`src/rtl/unsigned_divider.sv`:
```
// unsigned_divider: sequential 4-bit by 2-bit unsigned restoring divider.
// One quotient bit is resolved per clock, MSB first, so a result takes four
// CALC cycles after the start is accepted. Results are held on the LED
// outputs until the next result write or reset.
//
// Optional feature macro: UNSIGNED_DIVIDER_DIV_ZERO_EN
//   defined   - a start with in2==0 is answered immediately with done,
//               div_by_zero=1 and zeroed results; no iteration is run.
//   undefined - div_by_zero is tied 0 and divisor 0 runs the normal
//               iteration (quotient 4'b1111, remainder in1[1:0]).
//
// state | meaning
// IDLE  | waiting for start; results held
// CALC  | iterating, one quotient bit per cycle, counter 3 down to 0
module unsigned_divider (
    input  logic       clk,
    input  logic       rst,
    input  logic       start,
    input  logic [3:0] in1,
    input  logic [1:0] in2,
    output logic       busy,
    output logic       done,
    output logic [3:0] quotient_led,
    output logic [1:0] remainder_led,
    output logic       div_by_zero
);

    typedef enum logic {IDLE, CALC} state_t;

    state_t     state_q, state_d;
    logic [3:0] dividend_q, dividend_d;
    logic [1:0] divisor_q, divisor_d;
    logic [2:0] rem_q, rem_d;
    logic [3:0] quot_q, quot_d;
    logic [1:0] cnt_q, cnt_d;
    logic       busy_d, done_d;
    logic [3:0] quotient_led_d;
    logic [1:0] remainder_led_d;

    logic [2:0] r_shift;
    logic [2:0] r_sub;
    logic [2:0] div_ext;
    logic       q_bit;
    logic       zero_reject;

`ifdef UNSIGNED_DIVIDER_DIV_ZERO_EN
    assign zero_reject = (in2 == 2'b00);
`else
    assign zero_reject = 1'b0;
`endif

    // Next-state and datapath: one restoring step per CALC cycle.
    always_comb begin
        state_d         = state_q;
        dividend_d      = dividend_q;
        divisor_d       = divisor_q;
        rem_d           = rem_q;
        quot_d          = quot_q;
        cnt_d           = cnt_q;
        busy_d          = busy;
        done_d          = 1'b0;
        quotient_led_d  = quotient_led;
        remainder_led_d = remainder_led;

        div_ext = {1'b0, divisor_q};
        r_shift = {rem_q[1:0], dividend_q[cnt_q]};
        q_bit   = (r_shift >= div_ext);
        r_sub   = q_bit ? (r_shift - div_ext) : r_shift;

        case (state_q)
            IDLE: begin
                if (start) begin
                    if (zero_reject) begin
                        done_d          = 1'b1;
                        quotient_led_d  = 4'd0;
                        remainder_led_d = 2'd0;
                    end else begin
                        dividend_d = in1;
                        divisor_d  = in2;
                        rem_d      = 3'd0;
                        quot_d     = 4'd0;
                        cnt_d      = 2'd3;
                        busy_d     = 1'b1;
                        state_d    = CALC;
                    end
                end
            end
            CALC: begin
                rem_d  = r_sub;
                quot_d = {quot_q[2:0], q_bit};
                cnt_d  = cnt_q - 2'd1;
                if (cnt_q == 2'd0) begin
                    quotient_led_d  = {quot_q[2:0], q_bit};
                    // The remainder is below the divisor, so bit 2 is always 0.
                    remainder_led_d = r_sub[1:0];
                    done_d          = 1'b1;
                    busy_d          = 1'b0;
                    state_d         = IDLE;
                end
            end
            default: state_d = IDLE;
        endcase
    end

    // State and output registers; reset aborts any operation in progress.
    always_ff @(posedge clk) begin
        if (rst) begin
            state_q       <= IDLE;
            dividend_q    <= 4'd0;
            divisor_q     <= 2'd0;
            rem_q         <= 3'd0;
            quot_q        <= 4'd0;
            cnt_q         <= 2'd0;
            busy          <= 1'b0;
            done          <= 1'b0;
            quotient_led  <= 4'd0;
            remainder_led <= 2'd0;
        end else begin
            state_q       <= state_d;
            dividend_q    <= dividend_d;
            divisor_q     <= divisor_d;
            rem_q         <= rem_d;
            quot_q        <= quot_d;
            cnt_q         <= cnt_d;
            busy          <= busy_d;
            done          <= done_d;
            quotient_led  <= quotient_led_d;
            remainder_led <= remainder_led_d;
        end
    end

`ifdef UNSIGNED_DIVIDER_DIV_ZERO_EN
    // Flag is refreshed on every accepted start and otherwise holds.
    always_ff @(posedge clk) begin
        if (rst) begin
            div_by_zero <= 1'b0;
        end else if (state_q == IDLE && start) begin
            div_by_zero <= zero_reject;
        end
    end
`else
    assign div_by_zero = 1'b0;
`endif

endmodule

```
`config.mk`:
```
export PLATFORM = sky130hd
export DESIGN_NAME = unsigned_divider
export DESIGN_NICKNAME = d
export VERILOG_FILES = /design/src/rtl/unsigned_divider.sv
export SDC_FILE = /design/constraint.sdc
export NUM_CORES = 1
export LEC_CHECK = 0
export ABC_AREA = 1
export BUFFER_PORTS_ARGS = -buffer_cell sky130_fd_sc_hd__buf_2
export CAP_MARGIN = 10
export CELL_PAD_IN_SITES_DETAIL_PLACEMENT = 0
export CELL_PAD_IN_SITES_GLOBAL_PLACEMENT = 1
export CORE_ASPECT_RATIO = 1.75
export CORE_MARGIN = 2
export CORE_UTILIZATION = 35
export CTS_CLUSTER_DIAMETER = 200
export DETAILED_ROUTE_END_ITERATION = 8
export GPL_TIMING_DRIVEN = 0
export HOLD_SLACK_MARGIN = 0.05
export PLACE_DENSITY = 0.75
export SYNTH_ARGS = -nofsm -noshare
export SYNTH_HDL_FRONTEND = slang
export SYNTH_SLANG_ARGS = --single-unit
```
`constraint.sdc`:
```
create_clock -name clk -period 1.5 [get_ports clk]
set_input_delay 0.3 -clock clk [delete_from_list [all_inputs] [get_ports clk]]
set_output_delay 0.3 -clock clk [all_outputs]
set_load 0.05 [all_outputs]
```
==> Word level (Yosys, flattened, before mapping) <==
Cells that the tools add are included.
{ "op_classes": {"shift": 0, "add_sub_neg": 2, "eq_ne": 2, "bitwise_logic": 1, "n_reduce_logical": 4, "muxes": 21, "n_lt_le_gt_ge": 2, "mul": 0, "n_div": 0} }
{ "op_table": {"columns": ["op", "count"], "rows": [
  ["2-bit two-way mux", 5],
  ["4-bit two-way mux", 2],
  ["2-bit case mux with 2 select lines", 2],
  ["1-bit two-way mux", 6],
  ["1-bit case mux with 2 select lines", 3],
  ["3-bit case mux with 2 select lines", 1],
  ["2-bit AND reduction", 3],
  ["3-bit by 2-bit >= comparator with 1-bit output", 1],
  ["2-bit by 3-bit less-than comparator with 1-bit output (second input constant)", 1],
  ["3-bit two-way mux", 1],
  ["1-bit binary-select mux with 2-bit select", 1],
  ["2-bit logical NOT", 1],
  ["2-bit by 1-bit inequality test with 1-bit output (second input constant)", 1],
  ["2-bit inequality test (second input constant)", 1],
  ["2-bit by 1-bit subtractor with 2-bit output (second input constant)", 1],
  ["2-bit subtractor", 1],
  ["1-bit inverter", 1]
]} }
{ "word_totals": {"rom_bits": 0, "word_cells": 42, "regBits": 22, "latch_bits": 0, "inputBits": 9, "n_memories": 0, "ramBits": 0} }

==> Depth between registers and ports, before layout <==
Gate-level depths: netlist (run 1).
{ "depth": {"word_depth": 6, "mapped_depth": 13, "mapped_depth_nobuf": 13} }

==> Worst setup path after synthesis (run 1) <==
OpenSTA, ideal clock, no wires.
{ "synth_timing": {"path_kind": "flip-flop to flip-flop", "from": "register cnt_q[0]", "to": "register rem_q[0]", "setup_ps": 122, "setup_slack_ps": 101, "path_stages_with_launch": 14, "path_buffers": 0, "period_less_slack_ps": 1399, "arrival_ps": 1277, "path_cell_list": "dfxtp_1 -> inv_2 -> nand2_1 -> nand3_1 -> nand2_2 -> ha_1 -> inv_1 -> nand2_1 -> nand2_2 -> nand2_4 -> inv_1 -> nand2_2 -> nand3_2 -> a21oi_2"} }
{ "synth_between": {"elab_chain_len": 5, "elab_cells_between_ends": 6, "classes_between": "add/sub (1); order compare (1); mux (4)"} }
{ "synth_rtl": {"columns": ["element", "line_no", "source"], "rows": [
  ["from (decl)", "35", "logic [1:0] cnt_q, cnt_d;"],
  ["from (signal assigned)", "124", "cnt_q <= cnt_d;"],
  ["1-bit binary-select mux with 2-bit select *", "66", "r_shift = {rem_q[1:0], dividend_q[cnt_q]};"],
  ["1-bit two-way mux (implied by the code) *", "66", null],
  ["3-bit by 2-bit >= comparator with 1-bit output or 2-bit subtractor (tied branches)", "67, 68", null],
  ["2-bit two-way mux *", "68", "r_sub = q_bit ? (r_shift - div_ext) : r_shift;"],
  ["2-bit case mux with 2 select lines *", "70", "case (state_q)"],
  ["to (signal assigned)", "122", "rem_q <= rem_d;"],
  ["to (decl)", "33", "logic [2:0] rem_q, rem_d;"]
]} }
Every way passes the cells marked *; elsewhere a longest branch is shown, timed or not. The select of a mux whose other input is x is not followed.
A chain may end at the register's enable or synchronous reset.

==> Worst setup path in the final report (run 1) <==
{ "layout_timing": {"from": "register cnt_q[0]", "to": "register rem_q[1]"} }
The elaborated chain is that of the path after synthesis.

==> results.json, run 1 <==
{
  "layout_common_cells": "22 x nand2_1, 21 x dfxtp_1, 16 x buf_2",
  "critical_path_arrival_ps": 1660,
  "p_int_mw": 1.110,
  "n_fill_cell": 272,
  "die-width_um": 43.17,
  "synth.yosys.warnings": 0,
  "grt_pass1_vias": 725,
  "pwr-share-seq": 0.426,
  "fmax_ghz": 0.6778,
  "start_util": 0.3725,
  "gp_congestion": 0.7802,
  "syn_nets": 124,
  "fin_nets": 147,
  "synth.avg_cell_area_um2": 8.390,
  "drt_iter0_drc": 17,
  "wl_um": 1818,
  "cts_tree": "yes",
  "ys_types": 23,
  "path_class": "reg -> reg",
  "pwr_density_cell_nw_per_um2": 1300,
  "grt_pass1_wl_um": 3008,
  "drt.antenna.violating_nets": 0,
  "yosysSeqAreaShare": 0.4687,
  "r2r_start": "cnt_q[0]",
  "drc_errors": 0,
  "clk_transition_reported_paths_ps": 80,
  "cp-start-kind": "register",
  "crit_top_cell": "nand2_2",
  "area_delta_synth_final_pct": 25.30,
  "netSwitchingPower_uw": 420.6,
  "hold_viol": 0,
  "drive_above_1_share": 0.3955,
  "whs_ps": 264.2,
  "final_area_um2": 1177,
  "firstDrtPassIters": 4,
  "netlist_instances": 112,
  "placementRows": 24,
  "cts.sinks": 22,
  "grt_max_degree": 14,
  "slew_violations": 0,
  "wire_per_inst_um": 11.36,
  "worstSetupEndpointType": "register",
  "crit_buf_inv": 2,
  "clockRootBuffer": "clkbuf_8",
  "hp-start": "in1[3]",
  "clock-skew-final_ps": 6.946,
  "multi_input_area_um2": 473.0,
  "diodes": 0,
  "grt-ovfl-total": 0,
  "insertion_delay_ps": 260,
  "crit_chain": "inv_2 -> nand2_2 -> nand3_2 -> nand2_2 -> ha_4 -> inv_2 -> nand2_2 -> nand2_2 -> nand2_4 -> nand2_2 -> nand2_2 -> nand2_1 -> a21oi_1",
  "synth_seq_cells": 22,
  "setup_violations": 0,
  "outcome": "complete, no violations",
  "period_share": 0.9836,
  "p_total_mw": 1.531,
  "pwr-share-clk": 0.353,
  "synth_area_um2": 939.7,
  "fin_cells": 160,
  "timing.final.crit_period_ps": 1475,
  "die_y_um": 72.54,
  "place_inst": 153,
  "clockBufferDepth": 2,
  "detailed_place_hpwl_um": 1354,
  "htreeDepth": 1,
  "crit_path_top_delay_cell": "dfxtp_2",
  "hold_buffers": 0,
  "io_pins": 18,
  "portBuffers": 15,
  "min_path_type": "in -> reg",
  "numCtsBuffers": 3,
  "vias": 775,
  "antenna_found_initial": 0,
  "grt_use_total": 0.1253,
  "slowest_delay_ps": 340,
  "irDropWorstVdd_v": 0.0005871,
  "crit_fanout": 4,
  "p_leak_nw": 0.5569,
  "rsz0062_at_grt": "yes",
  "max_cap_viol_count": 0,
  "design.core.area_um2": 2522,
  "die_area_um2": 3131,
  "worst_slack_ps": 24.66,
  "dpl_cell_area_um2": 1047,
  "comb_power_share": 0.221,
  "crit_start": "cnt_q[0]",
  "cp_top_family": "simple AND/OR/NAND/NOR gates",
  "crit_required_ps": 1690,
  "p_sw_frac": 0.2748,
  "layout_commonest_cell": "nand2_1",
  "dp_slack_ps": -37.70,
  "regArea_um2": 441.7,
  "viasPerCell": 4.844
}
per-stage QoR:
stage	setup TNS, ps	util
floorplan	0	-
finish	0	0.4668
global route	-226.0	0.4668
detailed placement	-63.22	0.4152
global placement	-12.29	0.4152
CTS	-14.44	0.4559
path summary, 6_finish.rpt:
kind | to | slack (ps) | depth (start not counted)
setup / recovery | rem_q[1] | 20 | 13
hold / removal | dividend_q[3] | 260 | 3
setup reg to reg | rem_q[1] | 20 | 13
hold reg to reg | remainder_led[0] | 450 | 2
area by class of cell:
cell class	count	area share
Buffer	3	0.02019
Clock inverter	1	0.02550
Inverter	10	0.03188
Sequential cell	22	0.3751
Timing Repair Buffer	18	0.08289
Tap cell	26	0.02763
Multi-Input combinational cell	77	0.4017
Clock buffer	3	0.03507
logic make-up (layout without fill, tap and decap cells):
group	count (synthesis)	in the layout	share of synthesized area
AO/OA/AOI/OAI	17	17	0.1105
flip-flops	22	22	0.4687
adder cells (fa/ha/maj)	3	3	0.03995
other	1	1	0.003991
XOR/XNOR	1	1	0.009323
AND/OR/NAND/NOR	55	55	0.3023
buffers and inverters	13	35	0.06525
timing repair:
action | 4_1_cts | 5_1_grt
pin swaps | 4 | 4
setup endpoints to repair | 4 | 6
cloned | 0 | 0
resized for setup | 4 | 6
buffers inserted | 2 | 1
power groups by stage:
stage	Combinational, mW	Sequential [mW]	Clock, mW
3_3_place_gp	0.289	0.661	0
2_1_floorplan	0.200	0.696	0
3_5_place_dp	0.295	0.662	0
5_1_grt	0.379	0.656	0.568
6_report	0.339	0.652	0.540
4_1_cts	0.322	0.650	0.553
cell usage after synthesis:
master	count	share of area
inv_2	5	0.020
nand3_2	1	0.011
dfxtp_1	22	0.47
nor2_1	12	0.048
a221oi_1	1	0.0093
inv_1	5	0.020
xnor2_1	1	0.0093
conb_1	1	0.0040
a22o_1	3	0.028
buf_4	1	0.0080
nand2_1	27	0.11
ha_1	3	0.040
a21oi_2	1	0.0093
nand3_1	4	0.021
nand2_4	2	0.024
buf_2	1	0.0053
nor2_8	1	0.021
nor2_4	3	0.036
buf_6	1	0.012
a21oi_1	6	0.032
nor2_2	2	0.013
o21ai_1	6	0.032
nand2_2	3	0.020
routing by layer:
metal  track usage  up-vias  share of wire
li1              -      395              -
met2        0.2371       18           0.56
met3       0.02239        4          0.038
met1        0.1300      358           0.39
met4       0.05051        0         0.0094
met5             0        -              0
state kept, by name, summed over array words and instances, names as in the netlist:
register	cells
busy	1
cnt_q	2
dividend_q	4
divisor_q	2
done	1
quot_q	3
quotient_led	4
rem_q	2
remainder_led	2
state_q	1
tightest hold or removal path, cell delays in order:
cell and delay [ps]:
buf_2 80, nor2_1 40, nor2_1 80
Power figures use the tool's default switching activity.
==> inputs of run 2 (changes only) <==
==> constraint.sdc (replaced) <==
create_clock -name clk -period 1.5 [get_ports clk]
set_input_delay 0.075 -clock clk [delete_from_list [all_inputs] [get_ports clk]]
set_output_delay 0.075 -clock clk [all_outputs]
set_load 0.05 [all_outputs]
==> run 2 against run 1 <==
Net effect:
- die area unchanged
- highest routed layer unchanged
- largest cell class unchanged
- largest power group unchanged
- maximum frequency about the same
- combinational power increased by 2%
==> results.json, run 2 (synthesis results as in run 1) <==
{
  "outcome": "complete, no violations",
  "firstDrtPassIters": 6,
  "grt_pass1_wl_um": 3049,
  "grt-ovfl-total": 0,
  "pwr_density_cell_nw_per_um2": 1264,
  "wire_per_inst_um": 11.35,
  "pwr-share-seq": 0.424,
  "crit_top_cell": "nand2_2",
  "layout_commonest_cell": "nand2_1",
  "whs_ps": 52.97,
  "crit_path_top_delay_cell": "dfxtp_2",
  "fmax_ghz": 0.6777,
  "clockRootBuffer": "clkbuf_8",
  "cp-start-kind": "register",
  "area_delta_synth_final_pct": 29.56,
  "htreeDepth": 1,
  "slew_violations": 0,
  "grt_max_degree": 14,
  "p_int_mw": 1.117,
  "critical_path_arrival_ps": 1660,
  "worstSetupEndpointType": "register",
  "portBuffers": 15,
  "start_util": 0.3725,
  "timing.final.crit_period_ps": 1476,
  "crit_required_ps": 1690,
  "drt.antenna.violating_nets": 0,
  "path_class": "reg -> reg",
  "grt_use_total": 0.1273,
  "die_y_um": 72.54,
  "die-width_um": 43.17,
  "irDropWorstVdd_v": 0.0005871,
  "hold_viol": 0,
  "p_sw_frac": 0.2742,
  "io_pins": 18,
  "rsz0062_at_grt": "yes",
  "grt_pass1_vias": 741,
  "pwr-share-clk": 0.351,
  "place_inst": 153,
  "detailed_place_hpwl_um": 1354,
  "viasPerCell": 4.835,
  "insertion_delay_ps": 260,
  "antenna_found_initial": 0,
  "crit_fanout": 4,
  "fin_cells": 164,
  "vias": 793,
  "numCtsBuffers": 3,
  "netSwitchingPower_uw": 422.1,
  "layout_common_cells": "22 x nand2_1, 21 x dfxtp_1, 16 x buf_2",
  "period_share": 0.9837,
  "clock-skew-final_ps": 6.930,
  "drt_iter0_drc": 16,
  "slowest_delay_ps": 340,
  "cts_tree": "yes",
  "clk_transition_reported_paths_ps": 80,
  "cts.sinks": 22,
  "n_fill_cell": 270,
  "design.core.area_um2": 2522,
  "placementRows": 24,
  "drc_errors": 0,
  "wl_um": 1861,
  "comb_power_share": 0.226,
  "p_leak_nw": 0.5737,
  "max_cap_viol_count": 0,
  "diodes": 0,
  "crit_chain": "inv_2 -> nand2_2 -> nand3_2 -> nand2_2 -> ha_4 -> inv_2 -> nand2_2 -> nand2_2 -> nand2_4 -> nand2_2 -> nand2_2 -> nand2_1 -> a21oi_1",
  "fin_nets": 151,
  "min_path_type": "in -> reg",
  "die_area_um2": 3131,
  "top_regs": "dividend_q (4), quotient_led (4), quot_q (3)",
  "drive_above_1_share": 0.3841,
  "gp_congestion": 0.7802,
  "setup_violations": 0,
  "clockBufferDepth": 2
}
## run 2: cell count changes in the layout (fill, tap and decap cells not counted), sizes merged
| cell | delta |
|---|---|
| dlygate4sd3 | +4 |
## run 2: final timing paths
check	slack, ps	cells past startpoint	endpoint	from
setup / recovery	20	13	rem_q[1]	cnt_q[0]
hold / removal	50	3	dividend_q[0]	in1[0]
setup reg to reg	20	13	rem_q[1]	cnt_q[0]
hold reg to reg	450	2	remainder_led[0]	remainder_led[0]
## run 2: metal layers
| layer | GRT usage | wire length [um] | up-vias |
|---|---|---|---|
| met2 | 0.2438 | 1032 | 21 |
| li1 | - | - | 403 |
| met5 | 0 | 0 | - |
| met4 | 0.05051 | 20 | 0 |
| met1 | 0.1300 | 726 | 365 |
| met3 | 0.02239 | 82 | 4 |
## run 2: metrics by stage
step / setup TNS [ps] / util / power [mW] / setup slack [ps] / cell area (um2)
final: 0 / 0.4826 / 1.539 / 24.49 / 1217
after global routing: -226.0 / 0.4826 / 1.612 / -68.66 / 1217
after CTS: -14.44 / 0.4717 / 1.534 / -14.44 / 1190
after detailed placement: -63.22 / 0.4152 / 0.9572 / -37.70 / 1047
after global placement: -12.29 / 0.4152 / 0.9500 / -12.29 / 1047
after floorplan: 0 / - / 0.8965 / 101.0 / 939.7
## run 2: repair_timing
| action | 4_1_cts | 5_1_grt |
|---|---|---|
| hold buffers | 4 | 0 |
| hold endpoints to repair | 4 | 0 |
| setup endpoints to repair | 4 | 6 |
| cloned | 0 | 0 |
| pin swaps | 4 | 4 |
| setup buffers | 2 | 1 |
| gates resized for setup | 4 | 6 |
## run 2: worst max-delay path: cells and delay by family, from the launching register on
kind | cells | cell delay, ps
compound gates | 1 | 120
fa+ha+maj | 1 | 270
buf+inv | 2 | 110
flops | 1 | 340
simple gates | 9 | 570
## run 2: power by group through the flow
stage,clock [mW],sequential [mW],combinational (mW)
after floorplan,0,0.696,0.200
after global placement,0,0.661,0.289
after detailed placement,0,0.662,0.295
after CTS,0.553,0.650,0.330
after global routing,0.568,0.656,0.388
final,0.540,0.652,0.347
## run 2: area by class of cell
type / count / area, um2 / area share
sequential: 22 / 441.7 / 0.3628
inverter: 10 / 37.54 / 0.03083
clock inverter: 1 / 30.03 / 0.02467
multi-input combinational: 77 / 473.0 / 0.3885
buffer: 3 / 23.77 / 0.01953
tap: 26 / 32.53 / 0.02672
clock buffer: 3 / 41.29 / 0.03392
timing repair buffer: 22 / 137.6 / 0.1131
